**src/rtl/uart_pkg.sv**
```systemverilog
// Shared definitions for the UART receive-path parity checker: parity-mode
// encodings, FSM state type and the default data width.
package uart_pkg;

  localparam int DATA_WIDTH_DEF = 8;

  localparam logic [1:0] PAR_EVEN  = 2'b00;
  localparam logic [1:0] PAR_ODD   = 2'b01;
  localparam logic [1:0] PAR_MARK  = 2'b10;
  localparam logic [1:0] PAR_SPACE = 2'b11;

  typedef enum logic [1:0] {
    ST_IDLE   = 2'b00,
    ST_DATA   = 2'b01,
    ST_PARITY = 2'b10
  } uart_state_e;

  // The parity bit the transmitter should have sent, given the XOR of the data bits.
  function automatic logic expected_parity(input logic [1:0] mode, input logic acc);
    logic exp_bit;
    exp_bit = 1'b0;
    case (mode)
      PAR_EVEN:  exp_bit = acc;
      PAR_ODD:   exp_bit = ~acc;
      PAR_MARK:  exp_bit = 1'b1;
      PAR_SPACE: exp_bit = 1'b0;
      default:   exp_bit = 1'b0;
    endcase
    return exp_bit;
  endfunction

endpackage

```
**src/rtl/parity_accumulator.sv**
```systemverilog
// Bit counter, running XOR and LSB-first shift register for one received frame.
// load clears everything; shift takes one data bit.
module parity_accumulator
  import uart_pkg::*;
#(
  parameter int DATA_WIDTH = DATA_WIDTH_DEF
) (
  input  logic                  clk,
  input  logic                  rst,
  input  logic                  load_i,
  input  logic                  shift_i,
  input  logic                  bit_i,
  output logic [DATA_WIDTH-1:0] word_o,
  output logic [DATA_WIDTH-1:0] word_next_o,
  output logic                  acc_o,
  output logic                  last_bit_o
);

  localparam int CNT_W = $clog2(DATA_WIDTH + 1);

  logic [DATA_WIDTH-1:0] shreg_q, shreg_d;
  logic [CNT_W-1:0]      cnt_q, cnt_d;
  logic                  acc_q, acc_d;

  // New bits enter at the MSB so the first (LSB) bit lands at bit 0 after DATA_WIDTH shifts.
  assign word_next_o = {bit_i, shreg_q[DATA_WIDTH-1:1]};
  assign word_o      = shreg_q;
  assign acc_o       = acc_q;
  assign last_bit_o  = (cnt_q == CNT_W'(DATA_WIDTH - 1));

  always_comb begin
    shreg_d = shreg_q;
    cnt_d   = cnt_q;
    acc_d   = acc_q;
    if (load_i) begin
      shreg_d = '0;
      cnt_d   = '0;
      acc_d   = 1'b0;
    end else if (shift_i) begin
      shreg_d = word_next_o;
      cnt_d   = cnt_q + CNT_W'(1);
      acc_d   = acc_q ^ bit_i;
    end
  end

  always_ff @(posedge clk or posedge rst) begin
    if (rst) begin
      shreg_q <= '0;
      cnt_q   <= '0;
      acc_q   <= 1'b0;
    end else begin
      shreg_q <= shreg_d;
      cnt_q   <= cnt_d;
      acc_q   <= acc_d;
    end
  end

endmodule

```
**config.mk**
```make
export PLATFORM = sky130hd
export DESIGN_NAME = parity_accumulator
export DESIGN_NICKNAME = d
export VERILOG_FILES = /design/src/rtl/uart_pkg.sv /design/src/rtl/parity_accumulator.sv
export SDC_FILE = /design/constraint.sdc
export NUM_CORES = 1
export LEC_CHECK = 0
export CORE_MARGIN = 1
export CORE_UTILIZATION = 30
export CTS_BUF_LIST = sky130_fd_sc_hd__clkbuf_4
export CTS_CLUSTER_DIAMETER = 30
export DETAILED_ROUTE_END_ITERATION = 7
export PLACE_DENSITY = 0.62
export RECOVER_POWER = 25
export SYNTH_ARGS = -nofsm -noshare
export SYNTH_HDL_FRONTEND = slang
export SYNTH_SLANG_ARGS = --single-unit
```
**constraint.sdc**
```tcl
create_clock -name clk -period 2.4 [get_ports clk]
set_input_delay 0.36 -clock clk [delete_from_list [all_inputs] [get_ports clk]]
set_output_delay 0.36 -clock clk [all_outputs]
set_load 0.05 [all_outputs]
```
# Yosys cells after proc, flatten, opt, wreduce, memory -nomap -nowiden
# Index checks and enable logic that the tools add are counted.
[classes] n_addsub=1 mul=0 div_mod_pow=0 order_cmp=0 eq_ne=1 n_shift=0 n_mux=6 bitwise=1 n_reduce_logical=1
[op_table] op="2-to-1 mux 8 bit" n=2
[op_table] op="2-to-1 mux 4 bit" n=2
[op_table] op="adder 4 x 1 -> 4 bit, second input constant" n=1
[op_table] op="== test 4 x 3 -> 1 bit, second input constant" n=1
[op_table] op="2-to-1 mux 1 bit" n=2
[op_table] op="nonzero test 2 bit" n=1
[op_table] op="bitwise XOR 1 bit" n=1
[word_totals] register_bits=13 latch_bits=0 mem_bits_rw=0 romBits=0 input_bits=5 wordCells=13 mem_count=0

# Depth between registers and ports, before layout
# Gate-level depths: netlist (run 1).
[depth] word_depth=3 mapped_depth=4 depth_no_buf=3

# Worst setup path before layout (run 1)
# Ideal clock, no wire load.
[synth_timing] path_type="reg-to-output" from="register cnt_q[0]" to="output port last_bit_o" t_arrival_ps=1291 required_ps=2040 path_slack_ps=749 path_stages_with_launch=4 path_buffers=0 cell_sequence="dfrtp_1 > ha_1 > nand2_1 > nor2_1"
[synth_between] elab_chain_len=1
[synth_lines] item="start: declaration" line_no="parity_accumulator.sv:22" text="logic [CNT_W-1:0] cnt_q, cnt_d;"
[synth_lines] item="start signal: assignment" line_no="parity_accumulator.sv:53" text="cnt_q <= cnt_d;"
[synth_lines] item="== test 4 x 3 -> 1 bit" line_no="parity_accumulator.sv:29" text="assign last_bit_o = (cnt_q == CNT_W'(DATA_WIDTH - 1));"
[synth_lines] item="end: declaration" line_no="parity_accumulator.sv:16" text="output logic last_bit_o"
# Every way passes these cells.

# Worst setup path in the final report (run 1)
# Ends and elaborated chain as after synthesis.

==> out/qor.txt, run 1 <==
STATUS
------------------------------------------------------------------------------------
Outcome                                                                 finished, final reports clean

WORST HOLD PATH
------------------------------------------------------------------------------------
Type of the most critical hold path                                     flop to flop

PWR
------------------------------------------------------------------------------------
Leakage power total                                                        0.4033 nW
Sw power                                                                 0.0001166 W
Internal cell power                                                      0.0003140 W
Clock share of power                                                           29.7%
Power density normalized to cell area                                   498.8 nW/um2
Part of the total power dissipated in sequential elements                      54.0%
Combinational group share of total power                                       16.3%
Maximum vdd ir drop                                                      0.0002521 V
Sw frac                                                                       27.09%

FLOORPLAN
------------------------------------------------------------------------------------
Core footprint                                                              2022 um2
Floorplan die area                                                          2420 um2
Chip Width                                                                  49.19 um
Placement Rows                                                                    16
Height of the chip                                                          49.19 um
Starting density of the core                                                  33.04%
# IOs                                                                             23

SYNTHESIS
------------------------------------------------------------------------------------
List of most frequent post-synthesis cells                              13 x dfrtp_1, 12 x nor2_1, 9 x mux2i_1
Cell area after synthesis                                                  668.1 um2
Synthesized net count                                                             64
Leading area contributor after synthesis                                     dfrtp_1
Number of distinct library cells after synthesis                                  17
Number of synthesized flops with an enable pin                                     0
Post-synthesis sequential element count                                           13
Share of flip-flops with an asynchronous set or reset after synthesis         100.0%
Sequential element share of the synthesized area                              48.69%
Synthesis Warnings                                                                 0
Number of cells produced by synthesis                                             58
Leading register cell type out of synthesis                                  dfrtp_1
Post-synth top area share                                                     48.69%
Leading cell type by number of instances after synthesis                     dfrtp_1
Cells taking the most area after synthesis                              dfrtp_1 49%, mux2i_1 13%, buf_4 9.0%
Synthesized area per cell                                                  11.52 um2

GLOBAL ROUTE
------------------------------------------------------------------------------------
Overall fraction of global-route tracks in use                                10.19%
Initial antenna violation count                                                    0
Fraction of met1 tracks used by global routing                                13.61%
Vias in the first global route                                                   412
Met2 Usage GRT                                                                15.98%
Met3 Use GR                                                                   2.804%
Pin count of the biggest net entering global routing                              16
Global-route wire length before repair                                      1.856 mm
Grt ovf                                                                            0
Busiest layer in global routing                                                 met2

ROUTE
------------------------------------------------------------------------------------
Iter 0 DRT Violations                                                              1
Count of vias placed by the detailed router                                      438
Number of DRC violations after detailed routing                                    0
Drt wl/cell                                                                 10.97 um
Initial DRT Pass Iterations                                                        2
Detail-routed via count per cell                                               4.337
Routed WL                                                                   1.108 mm
ANT nets after route                                                               0

CLOCK TREE
------------------------------------------------------------------------------------
Cells resized by post-CTS repair                                                   0
Root buffer cell                                                            clkbuf_4
Number of buffers inserted to repair setup after CTS                               0
Hold Buf Count CTS                                                                 0
Clock tree from TritonCTS                                                        yes
Total CTS buffers                                                                  3
Sink count of the clock tree                                                      13
Clock slew seen by the registers of the worst setup and hold paths           0.08 ns
Max Buffers Root-to-Sink                                                           2
H-tree levels                                                                      1
Clock insertion delay at the later pin of the skew report                    0.26 ns

STA
------------------------------------------------------------------------------------
Max_slew headroom                                                             65.39%
Total Negative Setup Slacks                                                     0 ns
Setup repair after global routing missed its margin                               no
Setup-violating endpoint count in the final report                                 0
Final Hold Violating Endpoints                                                     0
Worst slew pin tran                                                        0.5175 ns
Clock tree skew after final layout                                       0.003931 ns
Clock period minus worst slack                                              2.269 ns
Slew Viols, Final                                                                  0
Share of the clock period used by the worst path after layout                 94.55%
Fmax                                                                       440.7 MHz
Final worst slack                                                          0.1309 ns

FINAL LAYOUT
------------------------------------------------------------------------------------
Count of inserted antenna diode cells                                              0
Final Net Count                                                                   81
Number of standard cells in the layout, taps in and fillers out                  101
Layout Area Growth over Synthesis                                             29.21%
Share of layout cells above drive strength 1                                  13.51%

CRITICAL PATH
------------------------------------------------------------------------------------
Category of the critical setup timing path                              flop to output pin
Largest fanout of any net on the critical path                                     3
Critical path launch point type                                                 flop
Critical Path AT                                                             1.91 ns
Worst Path Required                                                          2.04 ns
Worst-case register-to-register setup slack                                  1.33 ns
Kind of capture point of the worst setup path                             output pin

PLACE
------------------------------------------------------------------------------------
Cell count after placement                                                        97
Hpwl dp                                                                     792.4 um
IO Port Bufs                                                                      22
Final weighted congestion in routability-driven placement                     0.6815
Setup Slack @ Placement                                                    0.4794 ns

RUN
------------------------------------------------------------------------------------
Max capacitance violation total                                                    0

==> power by group through the flow <==
stage / clock network [W] / registers (W) / logic [W]
global placement: 0 / 0.000237 / 0.0000707
detailed placement: 0 / 0.000237 / 0.0000718
floorplan: 0 / 0.000247 / 0.0000446
finish: 0.000128 / 0.000232 / 0.0000702
global route: 0.000149 / 0.000234 / 0.0000757
CTS: 0.000134 / 0.000233 / 0.0000719
==> layer usage <==
metal / wire length, um / up-vias / share of wire [%]
met3: 62 / 0 / 5.6
met1: 491 / 209 / 44
li1: - / 216 / -
met2: 554 / 13 / 50
met4: 0 / 0 / 0
met5: 0 / - / 0
==> registers in the layout (all words and copies together), names as in the netlist <==
name and flops:
acc_o 1, cnt_q 4, word_o 8
==> layout make-up <==
type	count	area, um2
fillers	213	1159
multi-input cells	33	247.7
inverters	1	3.754
clock inverters	1	5.005
repair buffers	23	225.2
flip-flops and latches	13	325.3
clock buffers	3	22.52
well taps	27	33.78
==> layout by cell type, fill, tap and decap left out <==
cell type and n:
clkdlybuf4s50_1 20, nor2b_1 1, clkbuf_4 3, ha_1 1, mux2i_1 9, a21oi_1 2
inv_1 1, a21bo_2 2, mux2_4 1, dlygate4sd3_1 1, nor2_1 12, nand2_1 1
clkinv_2 1, dfrtp_1 13, nand4_4 1, nand3b_1 2, buf_4 2, xnor2_1 1
==> critical path, cell delays in order, from the launching register on <==
cell,delay (ns)
dfrtp_1,0.43
ha_1,0.22
nand2_1,0.06
nor2_1,0.11
clkdlybuf4s50_1,0.83
==> metrics by stage <==
stage | area, um2 | power [W] | hold slack, ns | util, %
3_3_place_gp | 835.8 | 0.0003072 | 0.5147 | 41.34
3_5_place_dp | 835.8 | 0.0003088 | 0.5157 | 41.34
4_1_cts | 863.3 | 0.0004390 | 0.4403 | 42.70
2_1_floorplan | 668.1 | 0.0002914 | 0.2370 | -
6_report | 863.3 | 0.0004306 | 0.5380 | 42.70
5_1_grt | 863.3 | 0.0004585 | 0.6029 | 42.70
==> path summary, 6_finish.rpt <==
check,from,endpoint,depth (start not counted)
worst max-delay path,cnt_q[0]$_DFFE_PP0P_,last_bit_o,4
worst min-delay path,word_o[0]$_DFFE_PP0P_,word_o[0]$_DFFE_PP0P_,2
worst max register to register,cnt_q[0]$_DFFE_PP0P_,cnt_q[2]$_DFFE_PP0P_,3
worst min register to register,word_o[0]$_DFFE_PP0P_,word_o[0]$_DFFE_PP0P_,2
max in group asynchronous,rst,cnt_q[1]$_DFFE_PP0P_,2
min in group asynchronous,rst,word_o[5]$_DFFE_PP0P_,2
==> logic make-up after synthesis <==
kind of cell	Yosys count	share of synthesized area, %
compound gates	4	4.495
simple gates	17	13.67
fa+ha+maj	1	1.872
mux	10	15.73
buf+inv	12	14.23
xor+xnor	1	1.311
flops	13	48.69
Note: power is estimated with default switching activity, not from simulation.
==> inputs of run 2 (changes only) <==
--- a/config.mk
+++ b/config.mk
@@ -5,7 +5,7 @@
 export SDC_FILE = /design/constraint.sdc
 export NUM_CORES = 1
 export LEC_CHECK = 0
-export CORE_MARGIN = 1
+export CORE_MARGIN = 2
 export CORE_UTILIZATION = 30
 export CTS_BUF_LIST = sky130_fd_sc_hd__clkbuf_4
 export CTS_CLUSTER_DIAMETER = 30
==> run 2 against run 1 <==
Clock skew decreased by 0.0034 ns. Sequential power hardly changed. Register-to-register slack lost 0.02 ns. Maximum frequency grew 1.9%. First-iteration DRC count grew to 3.0 times the previous value. Sequential cell count unchanged. Utilization shrank 2.3 points. Critical endpoint unchanged. Worst hold slack lost 0.0034 ns.
==> out/qor.txt, run 2 (same netlist as run 1, synthesis figures left out) <==
PLACE
---------------------------------------------------------------------------------
IO Port Bufs                                                                   22   unchanged
Hpwl dp                                                                  778.2 um   -1.8%
Cell count after placement                                                     98   +1.0%
Final weighted congestion in routability-driven placement                  0.6136   -10%
Setup Slack @ Placement                                                 0.4640 ns   -0.01533 ns

WORST HOLD PATH
---------------------------------------------------------------------------------
Type of the most critical hold path                                  flop to flop

FINAL LAYOUT
---------------------------------------------------------------------------------
Layout Area Growth over Synthesis                                          29.78%
Number of flip-flops under the largest register name                            8   unchanged
Most common cell after layout, fill and taps aside                   clkdlybuf4s50_1
Share of layout cells above drive strength 1                               13.51%   unchanged
Count of inserted antenna diode cells                                           0   unchanged
Commonest cells after routing, fill and taps aside                   20 x clkdlybuf4s50_1, 13 x dfrtp_1, 12 x nor2_1, 9 x mux2i_1, 4 x clkbuf_4
Number of standard cells in the layout, taps in and fillers out               102   +0.99%
Final Net Count                                                                81   unchanged

CRITICAL PATH
---------------------------------------------------------------------------------
Critical path launch point type                                              flop
Kind of capture point of the worst setup path                          output pin
Category of the critical setup timing path                           flop to output pin
Critical Path AT                                                          1.87 ns   -0.04 ns
Largest fanout of any net on the critical path                                  3   unchanged
Worst Path Required                                                       2.04 ns   about the same

STA
---------------------------------------------------------------------------------
Max_slew headroom                                                          66.54%   +1.2 points
Slew Viols, Final                                                               0   unchanged
Final worst slack                                                       0.1730 ns   +0.04211 ns
Worst slew pin tran                                                     0.5013 ns   -0.01621 ns
Fmax                                                                    449.0 MHz   +1.9%
Final Hold Violating Endpoints                                                  0   unchanged
Clock tree skew after final layout                                   0.0005430 ns   -0.003388 ns
Setup repair after global routing missed its margin                            no
Setup-violating endpoint count in the final report                              0   unchanged
Total Negative Setup Slacks                                                  0 ns   unchanged
Share of the clock period used by the worst path after layout              92.79%   -1.8 points
Clock period minus worst slack                                           2.227 ns   -0.04211 ns

ROUTE
---------------------------------------------------------------------------------
ANT nets after route                                                            0   unchanged
Iter 0 DRT Violations                                                           3   +2
Initial DRT Pass Iterations                                                     5   +3
Number of DRC violations after detailed routing                                 0   unchanged
Detail-routed via count per cell                                            4.275   -1.4%
Drt wl/cell                                                              10.49 um   -4.4%
Count of vias placed by the detailed router                                   436   -0.46%
Routed WL                                                                1.070 mm   -3.4%

FLOORPLAN
---------------------------------------------------------------------------------
Starting density of the core                                               31.10%   -1.9 points
Floorplan die area                                                       2620 um2   +8.3%
Core footprint                                                           2148 um2   +6.2%
Chip Width                                                               51.19 um   +4.1%
Placement Rows                                                                 17   +1
Height of the chip                                                       51.19 um   +4.1%
# IOs                                                                          23   unchanged

RUN
---------------------------------------------------------------------------------
Max capacitance violation total                                                 0   unchanged

CLOCK TREE
---------------------------------------------------------------------------------
Number of buffers inserted to repair setup after CTS                            0   unchanged
Max Buffers Root-to-Sink                                                        2   unchanged
Cells resized by post-CTS repair                                                0   unchanged
Clock insertion delay at the later pin of the skew report                 0.26 ns   about the same
Hold Buf Count CTS                                                              0   unchanged
Root buffer cell                                                         clkbuf_4
Clock tree from TritonCTS                                                     yes
H-tree levels                                                                   1   unchanged
Sink count of the clock tree                                                   13   unchanged
Clock slew seen by the registers of the worst setup and hold paths        0.08 ns   about the same
Total CTS buffers                                                               3   unchanged

PWR
---------------------------------------------------------------------------------
Power density normalized to cell area                                511.1 nW/um2   +2.5%
Maximum vdd ir drop                                                   0.0001944 V   -23%
Leakage power total                                                     0.4040 nW   +0.17%
Overall Power                                                         0.0004432 W   +2.9%

GLOBAL ROUTE
---------------------------------------------------------------------------------
Vias in the first global route                                                408   -0.97%
Initial antenna violation count                                                 0   unchanged
Grt ovf                                                                         0   unchanged
Global-route wire length before repair                                   1.787 mm   -3.7%
Overall fraction of global-route tracks in use                             9.391%   -0.79 points
Pin count of the biggest net entering global routing                           16   unchanged

STATUS
---------------------------------------------------------------------------------
Outcome                                                              finished, final reports clean

==> run 2: changes by cell type in the layout (fill, tap and decap cells not counted) <==
| cell | previous run | this run |
|---|---|---|
| clkbuf_4 | 3 | 4 |
| clkinv_2 | 1 | 0 |
==> run 2: path summary, 6_finish.rpt <==
| path | startpoint | end | slack (ns) | cells past startpoint |
|---|---|---|---|---|
| setup / recovery | cnt_q[0]$_DFFE_PP0P_ | last_bit_o | 0.17 | 4 |
| min in group asynchronous | rst | word_o[7]$_DFFE_PP0P_ | 0.57 | 2 |
| hold reg to reg | word_o[0]$_DFFE_PP0P_ | word_o[0]$_DFFE_PP0P_ | 0.53 | 2 |
| hold / removal | word_o[0]$_DFFE_PP0P_ | word_o[0]$_DFFE_PP0P_ | 0.53 | 2 |
| setup reg to reg | cnt_q[0]$_DFFE_PP0P_ | cnt_q[2]$_DFFE_PP0P_ | 1.31 | 3 |
| max in group asynchronous | rst | word_o[2]$_DFFE_PP0P_ | 1.50 | 2 |
==> run 2: report_power, final <==
part	switching (W)	total, W	leakage (nW)	internal, W
logic	0.0000430	0.0000701	0.207	0.0000271
clock network	0.0000649	0.000140	0.0184	0.0000755
registers	0.00000746	0.000233	0.178	0.000225
==> run 2: layer usage <==
metal,vias to the layer above,wire (um),GRT usage [%]
li1,214,-,-
met1,206,491,12.22
met2,14,499,13.85
met3,2,59,1.754
met4,0,19,6.757
met5,-,0,0
==> run 2: final cells by class <==
class | instances | area, um2
Clock buffer | 4 | 30.03
Fill cell | 232 | 1281
Inverter | 1 | 3.754
Multi-Input combinational cell | 33 | 247.7
Sequential cell | 13 | 325.3
Tap cell | 28 | 35.03
Timing Repair Buffer | 23 | 225.2
==> run 2: per-stage QoR <==
step	cell area (um2)	util (%)	hold WS, ns
floorplan	668.1	-	0.2370
global placement	837.1	38.96	0.5118
detailed placement	837.1	38.96	0.5238
CTS	867.1	40.36	0.4487
global route	867.1	40.36	0.5967
finish	867.1	40.36	0.5346
==> run 2: critical path, stage by stage (launching register included) <==
cell and delay (ns):
dfrtp_1 0.43, ha_1 0.23, nand2_1 0.06, nor2_1 0.08
clkdlybuf4s50_1 0.80
==> inputs of run 3 (changes only) <==
--- a/config.mk
+++ b/config.mk
@@ -11,7 +11,6 @@
 export CTS_CLUSTER_DIAMETER = 30
 export DETAILED_ROUTE_END_ITERATION = 7
 export PLACE_DENSITY = 0.62
-export RECOVER_POWER = 25
 export SYNTH_ARGS = -nofsm -noshare
 export SYNTH_HDL_FRONTEND = slang
 export SYNTH_SLANG_ARGS = --single-unit
==> run 3 against run 2 <==
Via count stayed put. Clock skew stayed put. Worst hold slack worse by 0.10 ns. First-iteration DRC count stayed put. Setup slack stayed put. Final area stayed put. Count of clock-buffer cells in the layout stayed put. Largest cell class unchanged. Highest routed layer unchanged.
==> out/qor.txt, run 3 (same netlist as run 1, synthesis figures left out) <==
PWR
---------------------------------------------------------------------------------
Power density normalized to cell area                                511.5 nW/um2   about the same
Maximum vdd ir drop                                                   0.0001945 V   about the same
Leakage power total                                                     0.4037 nW   about the same
Overall Power                                                         0.0004435 W   about the same

FINAL LAYOUT
---------------------------------------------------------------------------------
Share of layout cells above drive strength 1                               13.51%   unchanged
Most common cell after layout, fill and taps aside                   clkdlybuf4s50_1
Sequential cell area                                                    325.3 um2   unchanged
Final Net Count                                                                81   unchanged
Area used by multi-input combinational logic                            247.7 um2   unchanged
Commonest cells after routing, fill and taps aside                   21 x clkdlybuf4s50_1, 13 x dfrtp_1, 12 x nor2_1, 9 x mux2i_1, 4 x clkbuf_4
Filler instances                                                              232   unchanged
Number of flip-flops under the largest register name                            8   unchanged
Count of inserted antenna diode cells                                           0   unchanged
Final design instance area without fill                                 867.1 um2   unchanged
Number of standard cells in the layout, taps in and fillers out               102   unchanged
Layout Area Growth over Synthesis                                          29.78%   unchanged
End-of-flow core utilization                                               40.36%   unchanged

GLOBAL ROUTE
---------------------------------------------------------------------------------
Global-route wire length before repair                                   1.787 mm   unchanged
Overall fraction of global-route tracks in use                             9.391%   unchanged
Grt ovf                                                                         0   unchanged
Initial antenna violation count                                                 0   unchanged
Pin count of the biggest net entering global routing                           16   unchanged
Vias in the first global route                                                408   unchanged

ROUTE
---------------------------------------------------------------------------------
Initial DRT Pass Iterations                                                     5   unchanged
Detail-routed via count per cell                                            4.275   unchanged
Count of vias placed by the detailed router                                   436   unchanged
Drt wl/cell                                                              10.49 um   unchanged
ANT nets after route                                                            0   unchanged
Iter 0 DRT Violations                                                           3   unchanged
Number of DRC violations after detailed routing                                 0   unchanged
Routed WL                                                                1.070 mm   unchanged

FLOORPLAN
---------------------------------------------------------------------------------
Placement Rows                                                                 17   unchanged
Floorplan die area                                                       2620 um2   unchanged
Chip Width                                                               51.19 um   unchanged
Starting density of the core                                               31.10%   unchanged
Core footprint                                                           2148 um2   unchanged
Height of the chip                                                       51.19 um   unchanged
# IOs                                                                          23   unchanged

WORST HOLD PATH
---------------------------------------------------------------------------------
Type of the most critical hold path                                  input pin to async pin

CRITICAL PATH
---------------------------------------------------------------------------------
Cell breakdown of the critical path                                  ha_1, nand2_1, nor2_1, clkdlybuf4s50_1
Longest individual stage delay on the worst path                          0.80 ns   about the same
Worst Path Required                                                       2.04 ns   about the same
Critical Path AT                                                          1.87 ns   about the same
Kind of capture point of the worst setup path                          output pin
Critical path launch point type                                              flop
Category of the critical setup timing path                           flop to output pin
Largest fanout of any net on the critical path                                  3   unchanged
Cell count of the worst reg-to-reg path                                         3   unchanged
Beginning of the worst register-to-register path                     cnt_q[0]$_DFFE_PP0P_
Startpoint of the most critical setup path                           cnt_q[0]$_DFFE_PP0P_
Worst path slowest cell                                              clkdlybuf4s50_1

RUN
---------------------------------------------------------------------------------
Max capacitance violation total                                                 0   unchanged

STA
---------------------------------------------------------------------------------
Final Hold Violating Endpoints                                                  0   unchanged
Clock period minus worst slack                                           2.227 ns   unchanged
Total Negative Setup Slacks                                                  0 ns   unchanged
Worst slew pin tran                                                     0.5012 ns   -0.00007993 ns
Setup repair after global routing missed its margin                            no
Setup-violating endpoint count in the final report                              0   unchanged
Slew Viols, Final                                                               0   unchanged
Max_slew headroom                                                          66.55%   about the same
Fmax                                                                    449.0 MHz   unchanged
Clock tree skew after final layout                                   0.0005430 ns   unchanged
Share of the clock period used by the worst path after layout              92.79%   unchanged

CLOCK TREE
---------------------------------------------------------------------------------
Clock insertion delay at the later pin of the skew report                 0.26 ns   about the same
Clock slew seen by the registers of the worst setup and hold paths        0.08 ns   about the same
Root buffer cell                                                         clkbuf_4
H-tree levels                                                                   1   unchanged
Clock tree from TritonCTS                                                     yes
Cells resized by post-CTS repair                                                0   unchanged
Number of buffers inserted to repair setup after CTS                            0   unchanged
Max Buffers Root-to-Sink                                                        2   unchanged
Total CTS buffers                                                               3   unchanged
Sink count of the clock tree                                                   13   unchanged
Hold Buf Count CTS                                                              0   unchanged

PLACE
---------------------------------------------------------------------------------
Final weighted congestion in routability-driven placement                  0.6136   unchanged
Instance area at placement                                              837.1 um2   unchanged
IO Port Bufs                                                                   22   unchanged
Hpwl dp                                                                  778.2 um   unchanged
Cell count after placement                                                     98   unchanged

STATUS
---------------------------------------------------------------------------------
Outcome                                                              finished, final reports clean

-- run 3: path summary, 6_finish.rpt --
kind	slack (ns)	endpoint
setup / recovery	0.17	last_bit_o
hold / removal	0.43	word_o[7]$_DFFE_PP0P_
setup reg to reg	1.31	cnt_q[2]$_DFFE_PP0P_
hold reg to reg	0.53	word_o[0]$_DFFE_PP0P_
max in group asynchronous	1.63	word_o[2]$_DFFE_PP0P_
min in group clk	0.53	word_o[0]$_DFFE_PP0P_
-- run 3: per-stage QoR --
stage | worst slack [ns] | hold slack [ns]
detailed placement | 0.4640 | 0.5238
finish | 0.1730 | 0.4330
CTS | 0.1526 | 0.4487
global route | 0.01409 | 0.4732
global placement | 0.4980 | 0.5118
floorplan | 0.7489 | 0.2370
-- run 3: power breakdown --
part	total [W]	leakage [nW]	internal, W	switching [W]
combinational	0.0000704	0.207	0.0000274	0.0000430
clock	0.000140	0.0184	0.0000755	0.0000649
sequential	0.000233	0.178	0.000225	0.00000746
total	0.000444	0.404	0.000328	0.000115
-- run 3: final cells by class --
cell class	count	area share, %
tap	28	4.040
sequential	13	37.52
timing repair buffer	23	25.97
multi-input combinational	33	28.57
clock buffer	4	3.463
inverter	1	0.4329
-- run 3: critical path: cells and delay by family (launching register included) --
| kind | cells | cell delay [ns] |
|---|---|---|
| simple gates | 2 | 0.14 |
| flops | 1 | 0.43 |
| buf+inv | 1 | 0.80 |
| fa+ha+maj | 1 | 0.23 |
-- run 3: metal layers --
| layer | global-route usage, % | wire [um] | vias to the layer above |
|---|---|---|---|
| met4 | 6.757 | 19 | 0 |
| met2 | 13.85 | 499 | 14 |
| met5 | 0 | 0 | - |
| met3 | 1.754 | 60 | 2 |
| met1 | 12.22 | 491 | 206 |
| li1 | - | - | 214 |
